==> src/rtl/priority_encoder_8to3.sv <==
// Sticky 8-bit request collector that offers the highest-priority pending index over valid/ready.
// Capture to pending takes 1 cycle and pending to offer 1 more; a stalled offer holds steady, and each handshake is followed by one idle bubble.
module priority_encoder_8to3 #(
  parameter bit HIGH_FIRST = 1'b1
) (
  input  logic       clk,
  input  logic       rst_n,
  input  logic       enable,
  input  logic [7:0] req,
  output logic [2:0] code,
  output logic       code_valid,
  input  logic       code_ready,
  output logic [7:0] pending,
  output logic       any_pending
);

  typedef enum logic {IDLE, OFFER} state_t;

  state_t     state, state_nxt;
  logic [2:0] code_nxt;
  logic [2:0] top_idx;
  logic [7:0] clr;
  logic [7:0] cap;
  logic [7:0] pending_nxt;

  assign any_pending = |pending;
  assign code_valid  = (state == OFFER);

  // The later loop iteration wins, so scan toward the preferred end.
  always_comb begin
    top_idx = 3'd0;
    if (HIGH_FIRST) begin
      for (int i = 0; i < 8; i++)
        if (pending[i]) top_idx = 3'(i);
    end else begin
      for (int i = 7; i >= 0; i--)
        if (pending[i]) top_idx = 3'(i);
    end
  end

  always_comb begin
    state_nxt = state;
    code_nxt  = code;
    clr       = 8'h00;
    case (state)
      IDLE: begin
        if (any_pending) begin
          state_nxt = OFFER;
          code_nxt  = top_idx;
        end
      end
      OFFER: begin
        if (code_ready) begin
          state_nxt = IDLE;
          clr       = 8'h01 << code;
        end
      end
      default: state_nxt = IDLE;
    endcase
    cap = enable ? req : 8'h00;
    // A new capture overrides a same-cycle clear of that bit.
    pending_nxt = (pending & ~clr) | cap;
  end

  always_ff @(posedge clk or negedge rst_n) begin
    if (!rst_n) begin
      state   <= IDLE;
      code    <= 3'd0;
      pending <= 8'h00;
    end else begin
      state   <= state_nxt;
      code    <= code_nxt;
      pending <= pending_nxt;
    end
  end

endmodule
==> config.mk <==
export PLATFORM = sky130hd
export DESIGN_NAME = priority_encoder_8to3
export DESIGN_NICKNAME = d
export VERILOG_FILES = /design/src/rtl/priority_encoder_8to3.sv
export SDC_FILE = /design/constraint.sdc
export NUM_CORES = 1
export LEC_CHECK = 0
export CAP_MARGIN = 20
export CORE_MARGIN = 10
export CORE_UTILIZATION = 42
export CTS_CLUSTER_SIZE = 40
export DETAILED_ROUTE_END_ITERATION = 10
export GPL_TIMING_DRIVEN = 0
export PLACE_DENSITY_LB_ADDON = 0.05
export REMOVE_ABC_BUFFERS = 1
export SLEW_MARGIN = 0
export SYNTH_ARGS = -nofsm -noshare
export SYNTH_HDL_FRONTEND = slang
export SYNTH_SLANG_ARGS = --single-unit
==> constraint.sdc <==
create_clock -name clk -period 2.6 [get_ports clk]
set_input_delay 0.26 -clock clk [delete_from_list [all_inputs] [get_ports clk]]
set_output_delay 0.26 -clock clk [all_outputs]
set_load 0.02 [all_outputs]
=== Yosys cells after proc, flatten, opt, wreduce, memory -nomap -nowiden ===
Index checks and enable logic that the tools add are counted.

* Shift-type cells: 1
* Bitwise logic cells: 4
* Mux-type cells: 13
* Reductions and logical operators: 2

{| class="wikitable"
|+ Operators by type and width
! operator !! count
|-
| $mux W8 || 3
|-
| $mux W3 || 4
|-
| $and A8 B8 Y8 || 1
|-
| $not A8 Y8 || 1
|-
| $or A8 B8 Y8 || 1
|-
| $reduce_or A8 Y1 || 1
|-
| $shl A1 B3 Y8 const A || 1
|-
| $mux W2 || 2
|-
| $mux W1 || 3
|-
| $pmux W1 S2 || 1
|-
| $reduce_and A2 Y1 || 1
|-
| $not A1 Y1 || 1
|}

* Output and inout port bits: 13
* Input port bits: 12
* Word-level logic and storage cells: 23
* Flip-flop bits (word level): 12

=== Depth between registers and ports, before layout ===
Gate-level depths: netlist of the first run.

* Word-level depth: 7
* Mapped depth: 4
* Mapped depth without buffers: 4

=== Worst setup path after synthesis of the first run ===
No wires, ideal clock.

* Path kind: flip-flop to flip-flop
* From: register pending[3]
* To: register state, in the netlist code_valid
* Arrival time: 1.238 ns
* Setup time: 0.119 ns
* Data required time: 2.481 ns
* Buffers on the path: 0
* Clock period less this slack: 1.357 ns
* Slack: 1.243 ns
* Cell stages (with the launch flop): 4
* Path through: dfrtp_1 > nor4_2 > nand2_1 > o21a_1

* Word-level cells in the longest chain between the ends: 3

{| class="wikitable"
|+ Ends and longest elaborated chain
! what !! RTL line !! text
|-
| start: declaration || 13 || <nowiki>output logic [7:0] pending,</nowiki>
|-
| start signal: assignment || 73 || <nowiki>pending <= pending_nxt;</nowiki>
|-
| $reduce_or A8 Y1 || 26 || <nowiki>assign any_pending = |pending;</nowiki>
|-
| net any_pending || 14 || <nowiki>output logic any_pending</nowiki>
|-
| $mux W1 || 47 || <nowiki>if (any_pending) begin</nowiki>
|-
| $pmux W1 S2 || 45 || <nowiki>case (state)</nowiki>
|-
| net state_nxt || 19 || <nowiki>state_t state, state_nxt;</nowiki>
|-
| end signal: assignment || 71 || <nowiki>state <= state_nxt;</nowiki>
|-
| end: declaration || 19 ||
|}

The timed path passes the listed nets, and every way through them passes these cells.
A chain may end at the register's enable or synchronous reset.

=== Worst setup path after layout of the first run ===
* From: register pending[6]
* To: output any_pending

* Word-level cells in the longest chain between the ends: 1

{| class="wikitable"
|+ Ends and longest elaborated chain
! what !! RTL line
|-
| $reduce_or A8 Y1 || 26
|-
| end: declaration || 14
|}

No other way between the ends.

==> results of run 1 <==
-- per-layer routing --
metal  wire length, microns  global-route usage (%)  vias up
met2                    761                    17.2       23
met5                      0                       0        -
li1                       -                       -      253
met3                    144                    4.72        2
met4                      4                    1.03        0
met1                    696                    10.2      263
-- area by class of cell --
cell class | instances | area [sq um] | area share, %
timing repair buffer | 24 | 240 | 29.0
sequential | 12 | 300 | 36.2
tap | 15 | 18.8 | 2.26
inverter | 2 | 7.51 | 0.905
multi-input combinational | 40 | 240 | 29.0
clock buffer | 3 | 22.5 | 2.71
-- final timing paths --
kind / startpoint / to / slack [ns] / depth (start not counted)
setup / recovery: pending[6] / any_pending / 0.56 / 3
max in group asynchronous: rst_n / pending[6] / 1.90 / 1
setup reg to reg: pending[6] / code[0] / 1.18 / 4
min in group clk: req[4] / pending[4] / 0.51 / 3
hold / removal: rst_n / code[0] / 0.34 / 1
hold reg to reg: pending[0] / pending[0] / 0.57 / 2
-- cell usage after synthesis --
library cell and count:
nand2_1 10, nor2_1 4, o41ai_1 1, a22o_1 4
a31oi_1 1, clkbuf_1 2, a21oi_1 3, buf_1 1
o21ai_0 5, o21a_1 2, nor4_2 2, or3b_1 1
inv_1 2, nor3b_1 1, o31ai_1 1, nand3_1 2
dfrtp_1 12, o311ai_0 1, nand3b_1 2
-- stage by stage --
| step | power [mW] | instances | setup WS (ns) | cell area [sq um] |
|---|---|---|---|---|
| global route | 0.530 | 96 | 0.461 | 830 |
| detailed placement | 0.392 | 93 | 0.851 | 807 |
| global placement | 0.390 | 93 | 0.865 | 807 |
| floorplan | 0.307 | 54 | 1.24 | 548 |
| finish | 0.504 | 96 | 0.557 | 830 |
| CTS | 0.505 | 96 | 0.547 | 830 |
-- report_power, final --
group,switching [mW],total (mW),internal (mW)
clock,0.0611,0.115,0.0536
combinational,0.0665,0.141,0.0740
sequential,0.0401,0.249,0.209
-- state kept, by name, summed over array words and instances (netlist names) --
register	flops
code	3
pending	8
code_valid	1
-- worst reg2reg max path, delay by kind of cell (launching register included) --
family	cells	cell delay, ns
AND/OR/NAND/NOR	1	0.41
flip-flops	1	0.42
AO/OA/AOI/OAI	3	0.54
-- cell families (layout without fill, tap and decap cells) --
kind of cell	count (synthesis)	count (layout)	synth area share, %
buf+inv	5	29	3.36
simple gates	22	22	21.3
compound gates	18	18	21.7
flops	12	12	53.7
==> flow_summary.yaml, run 1 <==
run_status:
  outcome: "complete, no violations"
logic_synthesis:
  synth.avg_cell_area_sq_um: 9.81
  syn_inst: 57
  yosys_warnings: 0
  ys_seq_area_share_pct: 53.7
  synth_area_sq_um: 559
  synth.top_cell.area_share_pct: 53.7
  yosys.area.top_type: "dfrtp_1"
  synth-seq-cells: 12
  yosysUniqueCellTypes: 19
  synth_area_leaders: "dfrtp_1, nand2_1, a22o_1, nor4_2, o21ai_0"
critical_path:
  path_class: "reg2out"
  crit_arrival_ns: 1.78
  end_kind: "output port"
  crit_family: "buffers and inverters"
  crit_path_cell_trace: "nor4_2 > nand2_1 > clkdlybuf4s50_1"
  cp.required_ns: 2.34
  path_max_fanout: 5
  cpPeakStageDelay_ns: 0.56
  startpoint_type: "register"
  cp_slowest_cell: "clkdlybuf4s50_1"
  timing.critical_path.buf_inv: 1
pwr:
  powerDensity_nw_per_um2: 608
  leakage_nw: 0.326
  irDropWorstVdd_uv: 446
clocking:
  cts_hold_buffers: 0
  cts_tree: "yes"
  insertion_delay_ns: 0.27
  cts_resized: 0
  post_cts_buffers: 0
  clk_pin_slew_ns: 0.08
  cts_root_buf: "clkbuf_4"
  clockBufferDepth: 2
  cts_made_buffers: 3
  clock-sinks: 12
  htreeDepth: 1
place:
  io_buffers: 24
  gp_congestion: 0.728
  post-dp-hpwl_mm: 1.24
global_routing:
  antenna_found_initial: 0
  grt_pass1_vias: 567
  grt-ovfl-total: 0
  grt_max_degree: 13
  grtUsageTotal_pct: 9.67
  grt_pass1_wl_mm: 2.59
timing:
  setup_viol: 0
  hold_viol: 0
  maxSlewHeadroom_pct: 63.5
  setup_tns_ns: 0
  fin_skew_ns: 0.00570
  max_freq_mhz: 490
  slew_viol_final: 0
  rsz0062_at_grt: "no"
  whs_ns: 0.339
  tightest_slew_ns: 0.546
  min_period_ns: 2.04
  fin_crit_sh_pct: 78.6
finish:
  area_growth_pct: 48.3
  fill_cells: 113
  layout_common_cells: "clkdlybuf4s50_1, dfrtp_1, nand2_1, o21ai_0"
  final_common_cell: "clkdlybuf4s50_1"
  fin_nets: 95
  diodes: 0
  drive_gt1_share_pct: 6.17
  fin_util_pct: 64.6
floorplanning:
  pin_count: 25
  die_w_microns: 56.5
  num_rows: 13
  dieHeight_microns: 56.5
  core_area_sq_um: 1280
  start_util_pct: 43.5
  design.die.area_sq_um: 3190
job:
  drv_cap: 0
min_path:
  hold_path.class: "in2async"
drt:
  totalWireLength_mm: 1.61
  vias_per_cell: 5.64
  drc_errors: 0
  wl_per_cell_microns: 16.7
  drtIter0Drc: 13
  num_vias: 541
  firstDrtPassIters: 4
  drt.antenna.violating_nets: 0
(Power assumes the default switching activity.)
==> run 2: changes to the inputs <==
- CORE_UTILIZATION: 42 -> 35
- clock period: 2.6 -> 1.7 ns (I/O delays scaled with it)
==> flow_summary.yaml, run 2 (synthesized netlist as in run 1, its figures left out) <==
pwr:
  switching_share_pct: 32.2
  p_seq_share_pct: 47.0
  comb_power_share_pct: 25.3
  irDropWorstVdd_uv: 647
  leakage_nw: 0.357
  clockPowerShare_pct: 27.7
  power_switching_mw: 0.270
  p_int_mw: 0.567
  powerDensity_nw_per_um2: 961
global_routing:
  grt_pass1_vias: 529
  grt_pass1_wl_mm: 2.62
  antenna_found_initial: 0
  grtUsageTotal_pct: 9.28
  grt_max_degree: 13
  grt-ovfl-total: 0
critical_path:
  crit_family: "buffers and inverters"
  r2r_cells: 5
  rr_endpoint: "code[0]"
  r2r-start: "pending[7]"
  path_max_fanout: 5
  crit_arrival_ns: 1.39
  critPathLaunch: "pending[4]"
  path_class: "reg2out"
  cp.depth: 1
  crit_path_cell_trace: "clkdlybuf4s50_1"
  cpPeakStageDelay_ns: 0.65
  timing.critical_path.buf_inv: 1
  endpoint: "pending[4]"
  rrSetupSlack_ns: 0.31
  end_kind: "output port"
  cp_slowest_cell: "clkdlybuf4s50_1"
  startpoint_type: "register"
  cp.required_ns: 1.53
floorplanning:
  num_rows: 14
  design.die.area_sq_um: 3600
  pin_count: 25
  die_w_microns: 60.0
  dieHeight_microns: 60.0
  start_util_pct: 37.1
  core_area_sq_um: 1510
timing:
  slew_viol_final: 0
  maxSlewHeadroom_pct: 63.8
  setup_viol: 0
  hold_viol: 0
  tightest_slew_ns: 0.542
  min_period_ns: 1.56
  fin_crit_sh_pct: 91.8
  setup_tns_ns: 0
  max_freq_mhz: 641
  rsz0062_at_grt: "no"
  fin_skew_ns: 0.00522
drt:
  drt.antenna.violating_nets: 0
  firstDrtPassIters: 4
  totalWireLength_mm: 1.59
  vias_per_cell: 5.28
  drc_errors: 0
  drtIter0Drc: 12
  wl_per_cell_microns: 16.0
  num_vias: 523
clocking:
  cts_tree: "yes"
  htreeDepth: 1
  cts_hold_buffers: 0
  clockBufferDepth: 2
  insertion_delay_ns: 0.27
  cts_made_buffers: 3
  clk_pin_slew_ns: 0.08
  clock-sinks: 12
  cts_root_buf: "clkbuf_4"
min_path:
  hold_path.class: "in2async"
run_status:
  outcome: "complete, no violations"
place:
  io_buffers: 24
  placedInstanceArea_sq_um: 808
  post-dp-hpwl_mm: 1.17
  gp_congestion: 0.749
finish:
  fin_nets: 96
  regMostFlops: "pending"
  final_cell_area_sq_um: 871
  diodes: 0
  area_growth_pct: 55.7
  layout_common_cells: "clkdlybuf4s50_1, nand2_1, dfrtp_1, o21ai_0, dfrtp_2"
  largest_reg_flops: 8
  final_common_cell: "clkdlybuf4s50_1"
  drive_gt1_share_pct: 15.7
job:
  drv_cap: 0
run 2: power groups by stage:
| stage | logic, mW | clock network, mW | registers [mW] |
|---|---|---|---|
| 2_1_floorplan | 0.0539 | 0 | 0.415 |
| 3_3_place_gp | 0.213 | 0 | 0.385 |
| 3_5_place_dp | 0.213 | 0 | 0.385 |
| 4_1_cts | 0.214 | 0.239 | 0.388 |
| 5_1_grt | 0.229 | 0.253 | 0.402 |
| 6_report | 0.212 | 0.231 | 0.393 |
run 2: cell type report:
class | count | area, sq um
inverter | 2 | 7.51
multi-input combinational | 40 | 258
clock buffer | 4 | 36.3
timing repair buffer | 25 | 243
fill | 138 | 636
tap | 16 | 20.0
sequential | 12 | 307
run 2: worst min path at each step:
stage | from | end | slack [ns] | cells past startpoint
2_1_floorplan | rst_n | code[0] | -0.13 | 0
3_3_place_gp | rst_n | pending[1] | 0.56 | 1
3_5_place_dp | rst_n | pending[1] | 0.56 | 1
4_1_cts | rst_n | pending[1] | 0.26 | 1
5_1_grt | rst_n | pending[1] | 0.28 | 1
6_report | rst_n | pending[3] | 0.24 | 1
run 2: per-layer routing:
layer | vias up | part of all wire, % | global-route usage, %
li1 | 260 | - | -
met1 | 248 | 44 | 12.5
met2 | 15 | 48 | 13.5
met3 | 0 | 7.3 | 3.60
met4 | 0 | 0 | 1.92
met5 | - | 0 | 0
run 2: worst reg2reg max path, cell delays in order (launching register included):
cell and delay, ns:
dfrtp_2 0.46, nor4_4 0.32, buf_4 0.15, a21oi_1 0.10
o311ai_0 0.12, o21a_1 0.17
run 2: what timing repair did:
action	in CTS	in global routing
gates cloned	0	0
endpoints found under the hold margin	0	0
endpoints found under the setup margin	1	3
resized for setup	3	7
buffers inserted	0	1
pin swaps	0	2
run 2: metrics by stage:
step | setup slack (ns) | cells | utilization, % | total power, mW | hold WS, ns
2_1_floorplan | 0.343 | 54 | - | 0.469 | -0.126
3_3_place_gp | 0.0602 | 94 | 53.7 | 0.598 | 0.559
3_5_place_dp | 0.0573 | 94 | 53.7 | 0.599 | 0.560
4_1_cts | 0.000572 | 98 | 57.1 | 0.841 | 0.265
5_1_grt | 0.0734 | 99 | 57.8 | 0.884 | 0.283
6_report | 0.140 | 99 | 57.8 | 0.837 | 0.244
